$ cat config.mk
export PLATFORM = sky130hd
export DESIGN_NAME = opb_register_simulink2ppc_snap
export DESIGN_NICKNAME = d
export VERILOG_FILES = /design/src/rtl/opb_register_simulink2ppc_snap.sv
export SDC_FILE = /design/constraint.sdc
export NUM_CORES = 1
export LEC_CHECK = 0
export BUFFER_PORTS_ARGS = -buffer_cell sky130_fd_sc_hd__buf_4
export CORE_ASPECT_RATIO = 0.8
export CORE_MARGIN = 4
export CORE_UTILIZATION = 48
export CTS_CLUSTER_SIZE = 20
export DETAILED_ROUTE_END_ITERATION = 10
export GPL_ROUTABILITY_DRIVEN = 0
export HOLD_SLACK_MARGIN = 0.12
export PLACE_DENSITY = 0.8
export SLEW_MARGIN = 20
export SYNTH_ARGS = -nofsm -noshare
export SYNTH_HDL_FRONTEND = slang
export SYNTH_SLANG_ARGS = --single-unit
$ cat constraint.sdc
create_clock -name OPB_Clk -period 2.67 [get_ports OPB_Clk]
set_clock_uncertainty 0.2 [all_clocks]
set_input_delay 0.4005 -clock OPB_Clk [delete_from_list [all_inputs] [get_ports OPB_Clk]]
set_output_delay 0.4005 -clock OPB_Clk [all_outputs]
set_load 0.02 [all_outputs]
$ cat src/rtl/opb_register_simulink2ppc_snap.sv
// OPB slave that captures a word from the fabric for the PowerPC to read back,
// with a sticky new-data flag and a saturating overflow counter.
module opb_register_simulink2ppc_snap #(
   parameter logic [31:0] C_BASEADDR   = 32'h01000B00,
   parameter logic [31:0] C_HIGHADDR   = 32'h01000BFF,
   parameter int unsigned C_OPB_AWIDTH = 32,
   parameter int unsigned C_OPB_DWIDTH = 32,
   parameter              C_FAMILY     = "virtex5"
) (
   input  logic                      OPB_Clk,
   input  logic                      OPB_Rst_n,
   input  logic [0:C_OPB_AWIDTH-1]   OPB_ABus,
   input  logic [0:3]                OPB_BE,
   input  logic [0:C_OPB_DWIDTH-1]   OPB_DBus,
   input  logic                      OPB_RNW,
   input  logic                      OPB_select,
   input  logic                      OPB_seqAddr,
   output logic [0:C_OPB_DWIDTH-1]   Sl_DBus,
   output logic                      Sl_errAck,
   output logic                      Sl_retry,
   output logic                      Sl_toutSup,
   output logic                      Sl_xferAck,
   input  logic [31:0]               user_data_in,
   input  logic                      user_valid
);

   localparam int unsigned unused_family_bits = $bits(C_FAMILY);

   typedef enum logic [0:0] {StIdle, StAck} state_e;

   state_e      state_q, state_d;
   logic        rnw_q, rnw_d;
   logic        stat_sel_q, stat_sel_d;
   logic [31:0] hold_q, hold_d;
   logic        new_data_q, new_data_d;
   logic [15:0] ovf_q, ovf_d;
   logic [31:0] dbus_q, dbus_d;

   logic hit, ack, data_rd_ack, status_clr, ovf_inc;
   logic unused_inputs;

   assign unused_inputs = ^{OPB_BE, OPB_seqAddr, OPB_DBus[0:C_OPB_DWIDTH-2]};

   assign hit = OPB_select && (OPB_ABus >= C_BASEADDR) && (OPB_ABus <= C_HIGHADDR);

   // State register
   always_ff @(posedge OPB_Clk or negedge OPB_Rst_n) begin
      if (!OPB_Rst_n) begin
         state_q <= StIdle;
      end else begin
         state_q <= state_d;
      end
   end

   // Next-state logic
   always_comb begin
      state_d = state_q;
      unique case (state_q)
         StIdle:  if (hit) state_d = StAck;
         StAck:   state_d = StIdle;
         default: state_d = StIdle;
      endcase
   end

   // FSM outputs
   always_comb begin
      ack        = (state_q == StAck);
      Sl_xferAck = ack;
   end

   assign data_rd_ack = ack && rnw_q && !stat_sel_q;
   // Value bit 0 travels on big-endian bit C_OPB_DWIDTH-1.
   assign status_clr  = ack && !rnw_q && stat_sel_q && OPB_DBus[C_OPB_DWIDTH-1];
   assign ovf_inc     = user_valid && new_data_q && !data_rd_ack;

   always_comb begin
      rnw_d      = rnw_q;
      stat_sel_d = stat_sel_q;
      if (state_q == StIdle && hit) begin
         rnw_d      = OPB_RNW;
         stat_sel_d = OPB_ABus[C_OPB_AWIDTH-3];
      end

      hold_d = user_valid ? user_data_in : hold_q;

      new_data_d = new_data_q;
      if (user_valid) begin
         new_data_d = 1'b1;
      end else if (data_rd_ack) begin
         new_data_d = 1'b0;
      end

      // A clear racing an overflow keeps that overflow instead of dropping it.
      ovf_d = ovf_q;
      if (status_clr) begin
         ovf_d = {15'b0, ovf_inc};
      end else if (ovf_inc && ovf_q != 16'hFFFF) begin
         ovf_d = ovf_q + 16'd1;
      end

      // Read data is loaded on the hit edge so it sits on the bus only during the ack.
      dbus_d = 32'b0;
      if (state_q == StIdle && hit && OPB_RNW) begin
         dbus_d = OPB_ABus[C_OPB_AWIDTH-3] ? {ovf_d, 15'b0, new_data_d} : hold_d;
      end
   end

   always_ff @(posedge OPB_Clk or negedge OPB_Rst_n) begin
      if (!OPB_Rst_n) begin
         rnw_q      <= 1'b0;
         stat_sel_q <= 1'b0;
         hold_q     <= 32'b0;
         new_data_q <= 1'b0;
         ovf_q      <= 16'b0;
         dbus_q     <= 32'b0;
      end else begin
         rnw_q      <= rnw_d;
         stat_sel_q <= stat_sel_d;
         hold_q     <= hold_d;
         new_data_q <= new_data_d;
         ovf_q      <= ovf_d;
         dbus_q     <= dbus_d;
      end
   end

   assign Sl_DBus    = dbus_q;
   assign Sl_errAck  = 1'b0;
   assign Sl_retry   = 1'b0;
   assign Sl_toutSup = 1'b0;

endmodule

# ---- After elaboration in Yosys (flattened, before gate mapping)
# Index checks and enable logic that the tools add are counted.
dict set report word_totals {
  output_inout_bits 36
  reg_bits 84
  elab_cells 36
  n_memories 0
  ramBits 0
  romBits 0
  input_bits 106
  latch_bits 0
}
dict set report op_classes {
  n_bitwise 1
  muxes 9
  multipliers 0
  reduce_logical 15
  n_lt_le_gt_ge 2
  div 0
  n_shift 0
  eq_ne 1
  add_sub_neg 1
}
# operator n
set op_table {}
lappend op_table {{32-bit two-way mux} 3}
lappend op_table {{32-bit by 25-bit greater-or-equal comparator with 1-bit output (second input constant)} 1}
lappend op_table {{32-bit by 25-bit <= comparator with 1-bit output (second input constant)} 1}
lappend op_table {{16-bit two-way mux} 2}
lappend op_table {{16-bit by 1-bit adder with 16-bit output (second input constant)} 1}
lappend op_table {{16-bit inequality test (second input constant)} 1}
lappend op_table {{1-bit logical AND} 12}
lappend op_table {{1-bit zero test} 3}
lappend op_table {{1-bit two-way mux} 3}
lappend op_table {{1-bit case mux with 2 select lines} 1}
lappend op_table {{1-bit NOT} 1}

# ---- Longest topological paths before layout
# Gate-level depths: netlist of run 1.
dict set report logic_depth {
  depth_word 9
  ltp_mapped 7
  mapped_depth_nobuf 6
}

# ---- Worst setup path before layout of run 1
# No wires, ideal clock.
dict set report synth_timing {
  path_kind {flip-flop to flip-flop}
  start {reg state_q, in the netlist Sl_xferAck}
  end {reg dbus_q[31], in the netlist Sl_DBus[0]}
  path_buffers 1
  synth_period_minus_slack_ns 2.104
  arrival_time_ns 1.820
  path_slack_ns 0.566
  stages_incl_launch_ff 7
  required_time_ns 2.386
  setup_time_ns 0.084
  cell_sequence {dfrtp_1 > nor4b_1 > nand4_1 > nor4_4 > nand3b_2 > buf_2 > o22ai_1}
}
dict set report synth_via {
  elab_chain_cells 9
  word_cells_on_any_way 15
  classes_between {4 x mux; 1 x bitwise; 10 x reduce/logical}
}
# element line_no
set synth_lines {}
lappend synth_lines {{start, declared} 31} ;# state_e state_q, state_d;
lappend synth_lines {{start signal, assigned} 49} ;# state_q <= StIdle;
lappend synth_lines {{start signal, assigned} 51} ;# state_q <= state_d;
lappend synth_lines {{1-bit logical AND (2 in a row)} 71} ;# assign data_rd_ack = ack && rnw_q && !stat_sel_q;
lappend synth_lines {{1-bit zero test} 74} ;# assign ovf_inc = user_valid && new_data_q && !data_rd_ack;
lappend synth_lines {{1-bit logical AND} 74}
lappend synth_lines {{1-bit logical AND} 97} ;# end else if (ovf_inc && ovf_q != 16'hFFFF) begin
lappend synth_lines {{16-bit two-way mux} 97}
lappend synth_lines {{16-bit two-way mux} 95} ;# if (status_clr) begin
lappend synth_lines {{32-bit two-way mux} 104} ;# dbus_d = OPB_ABus[C_OPB_AWIDTH-3] ? {ovf_d, 15'b0, new_data_d} : hold_d;
lappend synth_lines {{32-bit two-way mux (*)} 103} ;# if (state_q == StIdle && hit && OPB_RNW) begin
lappend synth_lines {{named net dbus_d[31]} 37} ;# logic [31:0] dbus_q, dbus_d;
lappend synth_lines {{end signal, assigned} 122} ;# dbus_q <= dbus_d;
lappend synth_lines {{end, declared} 37}
# The timed path passes the listed nets; every way through them passes the cells marked *.
# A chain may end at the register's enable or synchronous reset.

# ---- Final worst setup path of run 1
dict set report layout_timing {
  start {reg ovf_q[10]}
  end {reg dbus_q[18], in the netlist Sl_DBus[13]}
}
dict set report layout_via {
  elab_chain_cells 6
}
# element line_no
set layout_lines {}
lappend layout_lines {{start, declared} 36} ;# logic [15:0] ovf_q, ovf_d;
lappend layout_lines {{start signal, assigned} 121} ;# ovf_q <= ovf_d;
lappend layout_lines {{16-bit inequality test} 97}
lappend layout_lines {{1-bit logical AND} 97}
lappend layout_lines {{16-bit two-way mux} 97}
lappend layout_lines {{16-bit two-way mux} 95}
lappend layout_lines {{32-bit two-way mux} 104}
lappend layout_lines {{32-bit two-way mux} 103}
lappend layout_lines {{named net dbus_d[18]} 37}
# The timed path passes the listed nets, and every way through them passes these cells.

==> metrics.csv, run 1 <==
metric;value;unit
kind of critical path;register to register;
initial antenna violation count;0;
number of synthesized flops with an enable pin;0;
CTS buffer count;9;
Die W;102;um
Synthesis Warnings;0;
crit-path cells;nand4_1 > nor4_2 > nor2_1 > and3_1 > o32ai_1;
PortBufs;95;
top cell type's share of synthesized area;0.614;
Longest Clk Path Bufs;2;
Worst Path Arrival;2360;ps
worst hold stages;2;
CTS H-tree lvls;3;
Crit path largest cell delay;600;ps
die area;8560;um^2
pre-CTS setup slack;308;ps
Critical Path Fanout Max;7;
detailed placement HPWL;5190;um
number of distinct library cells after synthesis;39;
First DRT Iteration DRCs;87;
Post-Synthesis Cell Area;3420;um^2
Slew @ Worst Pin;610;ps
total grt overflow;0;
# IOs;142;
delay-heaviest family, CP;simple AND/OR/NAND/NOR gates;
CP bufs+invs;0;
synth cell count leaders;dfrtp_1, inv_1, nor2_1;
HP Class;register to register;
Post-CTS Repair Setup Buffers;0;
vias in the first global route;2616;
Cells after Synth;280;
footprint of the multi-input gates;1180;um^2
pwr/cell area;563;nW/um^2
CTS sink cnt;84;
WP depth;5;
Area Overhead vs Synth;40.3;%
final core occ;0.697;
drc violations;0;
Nets;522;
Initial Util;0.497;
Rows;27;
fin worst setup slack;344;ps
clk_lat worst skew;350;ps
fillers;522;
core area;6890;um^2
Hold WS;281;ps
final wirelength;7400;um
Wirelength per Cell;14.6;um
final hold viol count;0;
Worst EP required;2700;ps
Worst R2R Start;ovf_q[10];
critical path launch point;ovf_q[10];
min cycle time layout;2330;ps
Post-DRT Antenna Nets;0;
first-pass detailed-route iteration total;4;
number of synthesized register bits;84;
status;finished, final reports clean;
Register-to-Register Path Depth;5;
global-route wire length before repair;12600;um
largest net degree at the start of global routing;49;
Max-slew headroom;0.593;
Peak Freq;430;MHz
Setup crit start kind;register;
synth top area cells;dfrtp_1, mux2_2, mux2i_1;
cell taking the most area after synthesis;dfrtp_1;
clock-pin slew on the worst setup and hold paths;80;ps
CTS-repair resized insts;0;
asr flop ratio synth;1.00;
Synth Flop Type;dfrtp_1;
RSZ-0062 raised after global routing;no;
die height;83.6;um
Mean Syn Cell Area;12.2;um^2
count leader, synth;dfrtp_1;
cts hold-fix bufs;35;
hold path start;hold_q[16];
sequential share of the synthesized area;0.614;
Max stage delay cell, worst path;nor4_2;
r2r setup slk;340;ps
gr usage total;0.187;
part of the cycle the worst path needs;0.871;
setup_tns;0;ps
vias;2505;
final setup vio count;0;
Sequential Area;2100;um^2
Crit. End Element;register;
Slew Viols, Final;0;
Leak Pwr;2.34;nW
layout cells sized above 1;0.331;
Clock Tree Root;clkbuf_8;
vias per inst;4.94;
CTS tree;built;
Peak VDD IR;0.287;mV
n_diodes;0;
maxcap violations;0;
## layout make-up
class                           instances  area share
Sequential cell                        84       0.437
Inverter                               21      0.0164
Multi-Input combinational cell        162       0.245
Tap cell                               87      0.0227
Timing Repair Buffer                  137       0.235
Clock inverter                          5      0.0125
Clock buffer                           11      0.0315
## per-layer routing
layer  vias to the layer above  routed length [um]  global-route usage
met5                         -                   0                   0
met4                         0                  87              0.0501
li1                       1231                   -                   -
met1                      1187                3180               0.247
met3                         9                 408              0.0518
met2                        78                3720               0.303
## layout by cell type, fill, tap and decap left out, types with 3 or more instances in the layout
master         instances
dlygate4sd3_1         35
mux2_2                17
o22ai_1               15
nor2b_1               16
buf_4                101
nor3_1                 8
clkbuf_8              11
a21oi_1                3
mux2i_1               18
dfrtp_1               84
inv_1                 21
nand3_1                5
xnor2_1               12
conb_1                 3
nor4_1                 6
and2_1                 3
nor2_1                19
nand4_1                6
nand2_1                7
## path summary, 6_finish.rpt
kind                                to
setup / recovery           Sl_DBus[13]
hold / removal              hold_q[16]
min in group asynchronous   Sl_DBus[4]
setup reg to reg           Sl_DBus[13]
max in group asynchronous  Sl_DBus[22]
hold reg to reg             hold_q[16]
## state kept, by name, indices dropped and copies added (netlist names)
| register | flops |
|---|---|
| ovf_q | 16 |
| hold_q | 32 |
| stat_sel_q | 1 |
| new_data_q | 1 |
| Sl_DBus | 32 |
| rnw_q | 1 |
| Sl_xferAck | 1 |
## per-stage QoR
step	power (mW)	instance area, um^2	std cells
detailed placement	1.77	4240	456
finish	2.71	4810	507
global placement	1.76	4240	456
global route	2.84	4810	507
CTS	2.74	4810	507
floorplan	1.63	3430	282
## where the power goes
group	leakage [nW]	total, mW	switching [mW]	internal (mW)
combinational	1.15	0.350	0.153	0.197
clock	0.106	0.924	0.439	0.485
sequential	1.08	1.43	0.0697	1.36
total	2.34	2.71	0.662	2.04
## tightest hold or removal path, cell delays in order (launching register included)
cell and delay (ps):
dfrtp_1 330, mux2i_1 70, inv_1 50
## logic make-up after synthesis
family	share of synthesized area
fa+ha+maj	0.00365
xor+xnor	0.0307
other cells	0.00110
flops	0.614
buf+inv	0.0449
mux	0.109
simple gates	0.149
compound gates	0.0486
Note: power is estimated with default switching activity, not from simulation.
==> run 2: changes to the inputs <==
--- a/config.mk
+++ b/config.mk
@@ -13,6 +13,7 @@
 export DETAILED_ROUTE_END_ITERATION = 10
 export GPL_ROUTABILITY_DRIVEN = 0
 export HOLD_SLACK_MARGIN = 0.12
+export MAX_ROUTING_LAYER = met4
 export PLACE_DENSITY = 0.8
 export SLEW_MARGIN = 20
 export SYNTH_ARGS = -nofsm -noshare
==> run 2 against run 1 <==
Total power about the same. Largest cell class unchanged. Hold slack about the same. Critical path type unchanged. Fmax increased by 0.51%. Largest power group unchanged. Worst setup slack improved by 12 ps.
==> metrics.csv, run 2 (synthesis results as in run 1) <==
metric;value;unit;change
CTS buffer count;9;;unchanged
layout cells sized above 1;0.331;;unchanged
CTS H-tree lvls;3;;unchanged
Max-slew headroom;0.588;;was 0.593
Comb power frac;0.129;;about the same
maxcap violations;0;;unchanged
critical path launch point;ovf_q[10];;unchanged
die area;8560;um^2;unchanged
global-route wire length before repair;12600;um;about the same
gr usage total;0.192;;was 0.187
PortBufs;95;;unchanged
pwr/cell area;564;nW/um^2;was 563 nW/um^2
Sw Ratio;0.245;;about the same
Leak Pwr;2.34;nW;unchanged
Rows;27;;unchanged
Die W;102;um;unchanged
status;finished, final reports clean;;unchanged
footprint of the multi-input gates;1180;um^2;unchanged
min cycle time layout;2310;ps;was 2330 ps
First DRT Iteration DRCs;82;;was 87
Crit. End Element;register;;unchanged
Worst EP required;2700;ps;about the same
final hold viol count;0;;unchanged
Setup crit start kind;register;;unchanged
final setup vio count;0;;unchanged
vias in the first global route;2624;;was 2616
Worst Path Arrival;2350;ps;was 2360 ps
Slew Viols, Final;0;;unchanged
initial antenna violation count;0;;unchanged
detailed placement HPWL;5190;um;unchanged
CTS-repair resized insts;0;;unchanged
CTS sink cnt;84;;unchanged
Sequential Area;2100;um^2;unchanged
# IOs;142;;unchanged
drc violations;0;;unchanged
Area Overhead vs Synth;40.3;%;unchanged
CP Capture Point;Sl_DBus[13];;unchanged
NetSw;0.664;mW;was 0.662 mW
final core occ;0.697;;unchanged
FF-to-FF End;Sl_DBus[13];;unchanged
first-pass detailed-route iteration total;5;;was 4
RSZ-0062 raised after global routing;no;;unchanged
most frequent cells in the layout;buf_4, dfrtp_1, dlygate4sd3_1;;unchanged
Post-DRT Antenna Nets;0;;unchanged
vias per inst;4.93;;was 4.94
core area;6890;um^2;unchanged
Peak Freq;432;MHz;was 430 MHz
most common cell after layout, fill and taps aside;buf_4;;unchanged
Worst R2R Start;ovf_q[10];;unchanged
part of the cycle the worst path needs;0.867;;was 0.871
kind of critical path;register to register;;unchanged
Longest Clk Path Bufs;2;;unchanged
fillers;522;;unchanged
final wirelength;7450;um;was 7400 um
Register-to-Register Path Depth;5;;unchanged
setup_tns;0;ps;unchanged
Critical Path Fanout Max;7;;unchanged
clock-pin slew on the worst setup and hold paths;80;ps;about the same
Nets;522;;unchanged
HP Class;register to register;;unchanged
Internal Power;2.04;mW;about the same
total grt overflow;0;;unchanged
vias;2502;;was 2505
clock share of power;0.342;;was 0.341
CTS tree;built;;unchanged
Initial Util;0.497;;unchanged
Peak VDD IR;0.286;mV;was 0.287 mV
Wirelength per Cell;14.7;um;was 14.6 um
Flop pwr share;0.529;;about the same
die height;83.6;um;unchanged
largest net degree at the start of global routing;49;;unchanged
n_diodes;0;;unchanged
clk_lat worst skew;350;ps;about the same
r2r setup slk;360;ps;was 340 ps
Clock Tree Root;clkbuf_8;;unchanged
Slew @ Worst Pin;617;ps;was 610 ps
## run 2: cell counts in the layout (fill, tap and decap cells not counted)
Identical to the previous run, type by type.
## run 2: cell type report
| class | count | share of cell area |
|---|---|---|
| clock inverters | 5 | 0.0125 |
| inverters | 21 | 0.0164 |
| flip-flops and latches | 84 | 0.437 |
| repair buffers | 137 | 0.235 |
| clock buffers | 11 | 0.0315 |
| multi-input cells | 162 | 0.245 |
| well taps | 87 | 0.0227 |
## run 2: worst min path at each step
stage                     depth (start not counted)          to    startpoint
after floorplan                                   0  Sl_DBus[0]     OPB_Rst_n
after global placement                            1  hold_q[25]     OPB_Rst_n
after detailed placement                          1  hold_q[25]     OPB_Rst_n
after CTS                                         4  Sl_xferAck  OPB_ABus[15]
after global routing                              4  Sl_xferAck  OPB_ABus[16]
final                                             2  hold_q[16]    hold_q[16]
## run 2: critical path: stages (launching register included)
cell     delay [ps]
dfrtp_1         480
nand4_1         260
nor4_2          590
nor2_1          140
and3_1          230
o32ai_1         290
## run 2: metal layers
layer	GRT usage	share of wire	up-vias	wire length, um
met2	0.304	0.50	77	3750
met4	0.0501	0.0097	0	72
li1	-	-	1230	-
met3	0.0434	0.049	7	362
met1	0.250	0.44	1188	3270
met5	-	0	-	0
## run 2: power groups by stage
stage	logic [mW]	clock network (mW)	registers [mW]
final	0.350	0.926	1.43
after global routing	0.389	1.00	1.45
after CTS	0.355	0.948	1.43
after detailed placement	0.315	0	1.45
after global placement	0.302	0	1.45
after floorplan	0.185	0	1.44
## run 2: timing repair
action | in CTS | in global routing
hold buffers | 35 | 0
hold endpoints to repair | 81 | 0
buffers inserted | 0 | 0
## run 2: per-stage QoR
stage / hold WS [ps] / std cells / cell area (um^2) / power (mW) / setup WS (ps)
global route: 304 / 507 / 4810 / 2.84 / 192
finish: 281 / 507 / 4810 / 2.71 / 355
CTS: 275 / 507 / 4810 / 2.74 / 320
global placement: 253 / 456 / 4240 / 1.76 / 346
floorplan: -95.1 / 282 / 3430 / 1.63 / 566
detailed placement: 256 / 456 / 4240 / 1.77 / 308
